--- src/rtl/spi_pkg.sv ---
// spi_pkg: shared types and widths for the SPI arbiter and its helpers
package spi_pkg;
  typedef enum logic [1:0] {IDLE, ISSUE, WAIT, RELEASE} arb_state_t;
  localparam int DW_WIDTH = 6;
endpackage

--- src/rtl/spi_arbiter_if.sv ---
// spi_arbiter_if: bus between the arbiter and the shared spi_master
interface spi_arbiter_if
  import spi_pkg::*;
#(parameter int DATA_BITS = 8);
  logic spi_en;
  logic [DATA_BITS-1:0] data_in;
  logic [DW_WIDTH-1:0] data_words;
  logic ready_out;
  logic valid_out;
  logic [DATA_BITS-1:0] data_out;
  modport master (output spi_en, data_in, data_words, input ready_out, valid_out, data_out);
  modport slave (input spi_en, data_in, data_words, output ready_out, valid_out, data_out);
endinterface

--- src/rtl/rr_select.sv ---
// rr_select: first set request at or after ptr, searched cyclically
module rr_select #(
  parameter int N = 4,
  parameter int IW = $clog2(N)
) (
  input  logic [N-1:0]  req,
  input  logic [IW-1:0] ptr,
  output logic [N-1:0]  sel_oh,
  output logic [IW-1:0] sel_idx
);
  logic [IW-1:0] j;
  // walk from farthest to nearest so the nearest hit wins
  always_comb begin
    sel_idx = '0;
    j = '0;
    for (int k = N - 1; k >= 0; k--) begin
      j = IW'((int'(ptr) + k) % N);
      if (req[j]) sel_idx = j;
    end
  end
  assign sel_oh = |req ? N'(1) << sel_idx : '0;
endmodule

--- src/rtl/spi_arbiter.sv ---
// spi_arbiter: round-robin sharing of one spi_master among NUM_REQ burst requesters
module spi_arbiter
  import spi_pkg::*;
#(
  parameter int NUM_REQ = 4,
  parameter int DATA_BITS = 8,
  parameter int LEN_BITS = 2
) (
  input  logic                          clk,
  input  logic                          reset,
  input  logic [NUM_REQ-1:0]            req,
  input  logic [NUM_REQ*LEN_BITS-1:0]   req_len,
  input  logic [NUM_REQ*DATA_BITS-1:0]  req_data,
  output logic [NUM_REQ-1:0]            gnt,
  output logic [NUM_REQ-1:0]            word_ack,
  output logic [NUM_REQ-1:0]            rsp_valid,
  output logic [DATA_BITS-1:0]          rsp_data,
  output logic                          busy,
  spi_arbiter_if.master                 bus
);
  localparam int IW = $clog2(NUM_REQ);
  arb_state_t state;
  logic [IW-1:0] ptr, sel, nxt_idx;
  logic [NUM_REQ-1:0] nxt_oh;
  logic [LEN_BITS-1:0] len, cnt;
  logic [LEN_BITS-1:0] nxt_len;
  rr_select #(.N(NUM_REQ), .IW(IW)) u_sel (
    .req(req),
    .ptr(ptr),
    .sel_oh(nxt_oh),
    .sel_idx(nxt_idx)
  );
  assign nxt_len = req_len[nxt_idx*LEN_BITS +: LEN_BITS];
  assign bus.spi_en = state == ISSUE;
  assign busy = state != IDLE;
  // ack in the transfer cycle so the requester's next word is ready before WAIT reloads it
  assign word_ack = (state == ISSUE && bus.ready_out) ? gnt : '0;
  always_ff @(posedge clk) begin
    if (reset) begin
      state <= IDLE;
      ptr <= '0;
      sel <= '0;
      gnt <= '0;
      len <= '0;
      cnt <= '0;
      rsp_valid <= '0;
      rsp_data <= '0;
      bus.data_in <= '0;
      bus.data_words <= '0;
    end else begin
      rsp_valid <= '0;
      case (state)
        IDLE: if (|req) begin
          gnt <= nxt_oh;
          sel <= nxt_idx;
          len <= nxt_len;
          cnt <= '0;
          bus.data_in <= req_data[nxt_idx*DATA_BITS +: DATA_BITS];
          bus.data_words <= DW_WIDTH'(nxt_len) + DW_WIDTH'(1);
          state <= ISSUE;
        end
        ISSUE: if (bus.ready_out) state <= WAIT;
        WAIT: if (bus.valid_out) begin
          rsp_data <= bus.data_out;
          rsp_valid <= gnt;
          if (cnt == len) state <= RELEASE;
          else begin
            cnt <= cnt + LEN_BITS'(1);
            bus.data_in <= req_data[sel*DATA_BITS +: DATA_BITS];
            state <= ISSUE;
          end
        end
        RELEASE: begin
          gnt <= '0;
          ptr <= (sel == IW'(NUM_REQ - 1)) ? '0 : sel + IW'(1);
          state <= IDLE;
        end
        default: state <= IDLE;
      endcase
    end
  end
endmodule

--- src/flat_wrapper.sv ---
// flat-port wrapper written by rule: the top's interface ports become plain ports
module spi_arbiter_flat import spi_pkg::*;
#(
  parameter int NUM_REQ = 4,
  parameter int DATA_BITS = 8,
  parameter int LEN_BITS = 2
)
  (clk, reset, req, req_len, req_data, gnt, word_ack, rsp_valid, rsp_data, busy, bus_spi_en, bus_data_in, bus_data_words, bus_ready_out, bus_valid_out, bus_data_out);
  spi_arbiter_if #(.DATA_BITS(DATA_BITS)) bus_i ();
  input  logic clk;
  input  logic reset;
  input  logic [NUM_REQ-1:0] req;
  input  logic [NUM_REQ*LEN_BITS-1:0] req_len;
  input  logic [NUM_REQ*DATA_BITS-1:0] req_data;
  output logic [NUM_REQ-1:0] gnt;
  output logic [NUM_REQ-1:0] word_ack;
  output logic [NUM_REQ-1:0] rsp_valid;
  output logic [DATA_BITS-1:0] rsp_data;
  output logic busy;
  output wire logic [$bits(bus_i.spi_en)-1:0] bus_spi_en;
  output wire logic [$bits(bus_i.data_in)-1:0] bus_data_in;
  output wire logic [$bits(bus_i.data_words)-1:0] bus_data_words;
  input wire logic [$bits(bus_i.ready_out)-1:0] bus_ready_out;
  input wire logic [$bits(bus_i.valid_out)-1:0] bus_valid_out;
  input wire logic [$bits(bus_i.data_out)-1:0] bus_data_out;
  assign bus_spi_en = bus_i.spi_en;
  assign bus_data_in = bus_i.data_in;
  assign bus_data_words = bus_i.data_words;
  assign bus_i.ready_out = bus_ready_out;
  assign bus_i.valid_out = bus_valid_out;
  assign bus_i.data_out = bus_data_out;
  spi_arbiter #(.NUM_REQ(NUM_REQ), .DATA_BITS(DATA_BITS), .LEN_BITS(LEN_BITS)) u_core (.clk(clk), .reset(reset), .req(req), .req_len(req_len), .req_data(req_data), .gnt(gnt), .word_ack(word_ack), .rsp_valid(rsp_valid), .rsp_data(rsp_data), .busy(busy), .bus(bus_i));
endmodule
--- config.mk ---
export PLATFORM = sky130hd
export DESIGN_NAME = spi_arbiter_flat
export DESIGN_NICKNAME = d
export VERILOG_FILES = /design/src/rtl/spi_pkg.sv /design/src/rtl/spi_arbiter_if.sv /design/src/rtl/rr_select.sv /design/src/rtl/spi_arbiter.sv /design/src/flat_wrapper.sv
export SDC_FILE = /design/constraint.sdc
export NUM_CORES = 1
export LEC_CHECK = 0
export ABC_AREA = 1
export CAP_MARGIN = 20
export CORE_MARGIN = 4
export CORE_UTILIZATION = 38
export DETAILED_ROUTE_END_ITERATION = 8
export PLACE_DENSITY = 0.78
export SYNTH_ARGS = -nofsm -noshare
export SYNTH_HDL_FRONTEND = slang
export SYNTH_SLANG_ARGS = --single-unit
--- constraint.sdc ---
create_clock -name clk -period 3.79 [get_ports clk]
set_input_delay 0.5685 -clock clk [delete_from_list [all_inputs] [get_ports clk]]
set_output_delay 0.5685 -clock clk [all_outputs]
set_load 0.02 [all_outputs]
==> flow_metrics.env <==
export IMPL_slowest_stage="clkdlybuf4s50_1"
export IMPL_synth_seq_area_share=0.333
export IMPL_min_period_ns=2.49
export IMPL_initial_core_util=0.397
export IMPL_die_area_um2=7150
export IMPL_grt_pass1_vias=2189
export IMPL_grt_max_degree=26
export IMPL_critical_path_top_cell_by_count="clkdlybuf4s50_1"
export IMPL_cts_tree="built"
export IMPL_routed_wl_um=5870
export IMPL_crit_path_cell_trace="clkdlybuf4s50_1 -> nand2_1 -> nor2_1 -> clkdlybuf4s50_1"
export IMPL_synth_area_per_cell_um2=6.51
export IMPL_die_w_um=84.6
export IMPL_instances_no_fill=502
export IMPL_grt_pass1_wl_um=9630
export IMPL_synth_cells=342
export IMPL_clockBufferDepth=2
export IMPL_clkLatencyLatePin_ns=0.28
export IMPL_ys_types=36
export IMPL_synth_top_area_frac=0.333
export IMPL_clock_sinks=37
export IMPL_start_kind="input port"
export IMPL_areaGrowthSynthToFinish_pct=44.2
export IMPL_worst_path_buf_inv=2
export IMPL_rows=27
export IMPL_rsz0062_at_grt="no"
export IMPL_finalSetupViolations=0
export IMPL_layout_commonest_cell="clkdlybuf4s50_1"
export IMPL_ios=92
export IMPL_max_cap_violations=0
export IMPL_layout_nets=486
export IMPL_ys_warn_count=0
export IMPL_grt_use_total=0.159
export IMPL_htreeDepth=2
export IMPL_critPathRequiredTime_ns=3.22
export IMPL_hold_path_class="reg2reg"
export IMPL_utilization=0.573
export IMPL_grt_antenna_before_repair=0
export IMPL_gp_congestion=0.815
export IMPL_synthTopCellsByArea="dfxtp_1 (33%), nand2_1 (14%), nand3_1 (8.5%)"
export IMPL_period_share=0.656
export IMPL_path_class="in2out"
export IMPL_finalHoldViolations=0
export IMPL_cp_top_family="buffers and inverters"
export IMPL_hold_slack_ns=0.465
export IMPL_diodes=0
export IMPL_cts_buffers=5
export IMPL_finClkSkew_ns=0.00773
export IMPL_synth_seq_cells=37
export IMPL_power_mw=1.44
export IMPL_holdBufCountCts=0
export IMPL_path_clk_slew_ns=0.07
export IMPL_die_y_um=84.6
export IMPL_dr_pass1_iters=4
export IMPL_viasPerCell=4.75
export IMPL_root_buffer="clkbuf_8"
export IMPL_path_max_fanout=4
export IMPL_status="completed"
export IMPL_tns_ns=0
export IMPL_drcViolationCount=0
export IMPL_drive_above_1_share=0.0860
export IMPL_fill_cells=566
export IMPL_wl_per_cell_um=11.7
export IMPL_overflow=0
export IMPL_fmax_mhz=402
export IMPL_cts_resized=0
export IMPL_worst_path_largest_cell_delay_ns=0.62
export IMPL_p_leak_nw=1.45
export IMPL_final_antenna_net_count=0
export IMPL_placed_cells=494
export IMPL_worstSetupEndpointType="primary output"
export IMPL_place_hpwl_um=4620
export IMPL_power_density_nw_per_um2=448
export IMPL_cp_arrival_ns=1.92
export IMPL_vias=2387
export IMPL_drv_slew=0
export IMPL_yosys_area_top_type="dfxtp_1"
export IMPL_core_area_um2=5610
export IMPL_peakVddDrop_v=0.000299
export IMPL_synth_area_um2=2230
export IMPL_postCtsSetupBuffers=0
export IMPL_drtIter0Drc=136
export IMPL_port_buffer_count=88
export IMPL_final_cell_mix="clkdlybuf4s50_1 (88), nand2_1 (83), inv_1 (47)"
[layer usage]
layer | up-vias | part of all wire | global-route usage | wire [um]
li1 | 1240 | - | - | -
met1 | 1088 | 0.45 | 0.201 | 2640
met2 | 52 | 0.50 | 0.280 | 2960
met3 | 7 | 0.033 | 0.0285 | 195
met4 | 0 | 0.012 | 0.0388 | 69
met5 | - | 0 | 0 | 0
[worst min-delay path: stages, from the launching register on]
cell	delay (ns)
dfxtp_1	0.31
nand2_1	0.06
a21oi_1	0.05
[sequential cells by signal, summed over array words and instances, names as in the netlist]
signal / flops
u_core.rsp_valid: 4
u_core.state: 2
u_core.rsp_data: 8
u_core.gnt: 4
u_core.ptr: 2
u_core.bus.data_in: 8
u_core.bus.data_words: 3
u_core.sel: 2
u_core.len: 2
u_core.cnt: 2
[synthesized netlist by cell type, drive strengths merged]
| library cell | number |
|---|---|
| nor3 | 1 |
| o211ai | 1 |
| nand2 | 94 |
| o22ai | 1 |
| o2111ai | 2 |
| a21oi | 20 |
| ha | 1 |
| dfxtp | 37 |
| a211oi | 1 |
| buf | 7 |
| nand4 | 2 |
| conb | 1 |
| or2 | 2 |
| clkinv | 3 |
| clkbuf | 4 |
| nand3 | 41 |
| nor4 | 1 |
| inv | 57 |
| and2 | 1 |
| nor2 | 39 |
| nand3b | 17 |
| o21ai | 9 |
[cell type report]
class / count / area, um^2 / area share
flip-flops and latches: 37 / 741 / 0.231
inverters: 60 / 228 / 0.0709
well taps: 72 / 90.1 / 0.0280
repair buffers: 89 / 888 / 0.277
multi-input cells: 236 / 1180 / 0.369
clock buffers: 8 / 80.1 / 0.0249
[worst paths after layout]
check | from | cells past startpoint | slack (ns) | end
min | u_core.rsp_data[3]$_SDFFE_PP0P_ | 2 | 0.47 | u_core.rsp_data[3]$_SDFFE_PP0P_
max | bus_ready_out | 4 | 1.30 | word_ack[1]
max reg2reg | u_core.ptr[0]$_SDFFE_PP0P_ | 13 | 1.67 | u_core.bus.data_in[4]$_SDFFE_PP0P_
min reg2reg | u_core.rsp_data[3]$_SDFFE_PP0P_ | 2 | 0.47 | u_core.rsp_data[3]$_SDFFE_PP0P_
[per-stage QoR]
stage / instance area, um^2 / setup slack (ns)
finish: 3210 / 1.30
CTS: 3210 / 1.30
global route: 3210 / 1.19
floorplan: 2230 / 1.88
global placement: 3130 / 1.18
detailed placement: 3130 / 1.13
[where the power goes]
part	total, mW	internal [mW]	switching [mW]
clock network	0.253	0.130	0.123
registers	0.500	0.455	0.0447
logic	0.687	0.283	0.404
total	1.44	0.868	0.572
[logic make-up (layout without fill, tap and decap cells)]
group | count (synthesis) | count (layout) | synth area share
compound gates | 34 | 34 | 0.0843
buf+inv | 71 | 157 | 0.139
fa+ha+maj | 1 | 1 | 0.00562
other cells | 1 | 3 | 0.00168
simple gates | 198 | 198 | 0.437
flops | 37 | 37 | 0.333
Note: power is estimated with default switching activity, not from simulation.
==> edit, RTL diff (same flow settings) <==
Make the reset (`reset`) asynchronous in one clocked block.
--- a/src/rtl/spi_arbiter.sv
+++ b/src/rtl/spi_arbiter.sv
@@ -35,7 +35,7 @@
   assign busy = state != IDLE;
   // ack in the transfer cycle so the requester's next word is ready before WAIT reloads it
   assign word_ack = (state == ISSUE && bus.ready_out) ? gnt : '0;
-  always_ff @(posedge clk) begin
+  always_ff @(posedge clk or posedge reset) begin
     if (reset) begin
       state <= IDLE;
       ptr <= '0;
Function: differs if reset is asserted again (counterexample within 4 cycles, from zero or initial values and one cycle with reset high); with reset held inactive, the same outputs for 10 cycles.
==> edit against the original RTL <==
Wire length rose by 5.8%; sequential cell count is the same; final area is 5.6% higher; hold slack improved by 0.025 ns; via count down 0.13%; synthesized area is 7.3% higher; worst setup slack got worse by 0.074 ns; maximum frequency decreased by 2.9%; critical path type is now input pin to register; highest routed layer unchanged.
Power is not compared: it rests on default switching activity, and its combinational part moved more than twofold at a synthesized area within 25%.
==> edit: results (changes against the original RTL) <==
stage	metric	value	unit	change
run_status	status	finished, final reports clean		
clock_network	clkTransAtPathRegs	0.07	ns	about the same
place	hpwl	4943	um	+6.9%
grt	grt_pass1_vias	2279		+4.1%
grt	grt_max_degree	38		+46%
logic_synthesis	synth-async-reset-ratio	100.0	%	+100 points
detailed_routing	wl_per_cell	12.83	um	+9.8%
detailed_routing	drtIter0Drc	127		-6.6%
final_layout	drive_gt1_share	10.76	%	+2.2 points
grt	grt_use_total	16.46	%	+0.54 points
critical_path	path_delay_family	simple AND/OR/NAND/NOR gates		
grt	grt_pass1_wl	10180	um	+5.7%
critical_path	arrival	2.73	ns	+0.81 ns
final_layout	final_nets	465		-4.3%
critical_path	rr_startpoint	u_core.ptr[0]		
critical_path	rrSetupSlack	1.55	ns	-0.12 ns
place	gp_congestion	0.8336		+2.3%
min_path	min-delay-start	u_core.bus.data_in[0]		
logic_synthesis	synthTopCellsByCount	nand2_1, nand3_1, inv_1		
logic_synthesis	synth.distinct_cells	33		-8.3%
critical_path	timing.rr.end	u_core.bus.data_in[0]		
critical_path	slowest_delay	0.46	ns	-0.16 ns
critical_path	ff2ff_path_depth	15		+2
logic_synthesis	yosys.area.top_type	dfrtp_1		
final_layout	fillers	572		+1.1%
logic_synthesis	synth.area.top_cells	dfrtp_1, nand2_1, nand3_1, inv_1, mux2_2		
critical_path	path_max_fanout	13		+9
timing	whs	0.4897	ns	+0.02451 ns
[edit: cell types whose count changed after synthesis, sizes merged, moves of 3 or more]
cell    unedited run  this run
o21ai              9        12
nand3             41        56
inv               57        51
nand3b            17         8
a21oi             20         4
mux2               0         8
nand2             94       105
nor2              39        15
o22ai              1         4
dfxtp             37         0
dfrtp              0        37
clkinv             3         0
[edit: where the power goes]
group	total [mW]	switching (mW)	internal, mW
Sequential	0.696	0.126	0.570
Clock	0.276	0.145	0.130
Combinational	2.11	1.30	0.800
Total	3.08	1.58	1.50
[edit: kinds of logic after synthesis]
family                   Yosys count  synth area share [%]
AND/OR/NAND/NOR                  187                 38.59
multiplexers                       8                 3.770
adder cells (fa/ha/maj)            1                0.5235
XOR/XNOR                           1                0.3666
flip-flops                        37                 38.74
buffers and inverters             62                 11.26
other                              1                0.1569
AO/OA/AOI/OAI                     24                 6.597
[edit: routing by layer]
metal	vias up	global-route usage (%)	wire, um
met4	0	3.766	62
met2	74	27.95	3094
met3	6	3.690	389
met5	-	0	0
li1	1189	-	-
met1	1115	21.28	2663
[edit: final cells by class]
cell class	instances	area [um^2]	area share, %
Tap cell	75	93.84	2.765
Inverter	51	191.4	5.642
Multi-Input combinational cell	224	1202	35.44
Clock buffer	5	68.82	2.028
Sequential cell	37	925.9	27.29
Clock inverter	3	22.52	0.6637
Timing Repair Buffer	89	888.4	26.18
[edit: worst max-delay path by stage]
stage	depth (start not counted)	slack [ns]	to	startpoint
after floorplan	4	1.96	word_ack[0]	u_core.state[0]
after detailed placement	9	0.89	u_core.bus.data_in[7]	req[1]
final	9	1.23	u_core.bus.data_in[3]	req[1]
after CTS	9	1.19	u_core.bus.data_in[3]	req[1]
after global placement	9	0.98	u_core.bus.data_in[0]	req[1]
after global routing	9	0.93	u_core.bus.data_in[7]	req[1]
[edit: worst reg2reg max path, delay by kind of cell (launching register included)]
family / cells / cell delay (ns)
and+or+nand+nor: 14 / 1.32
DFF: 1 / 0.63
buffers and inverters: 1 / 0.18
[edit: metrics by stage]
stage | power, mW | cell area (um^2) | util [%] | std cells | worst slack, ns
2_1_floorplan | 2.229 | 2397 | - | 323 | 1.956
5_1_grt | 3.348 | 3393 | 56.31 | 484 | 0.9312
3_5_place_dp | 2.806 | 3302 | 54.80 | 476 | 0.8915
4_1_cts | 3.091 | 3393 | 56.31 | 484 | 1.191
3_3_place_gp | 2.760 | 3302 | 54.80 | 476 | 0.9799
6_report | 3.077 | 3393 | 56.31 | 484 | 1.230
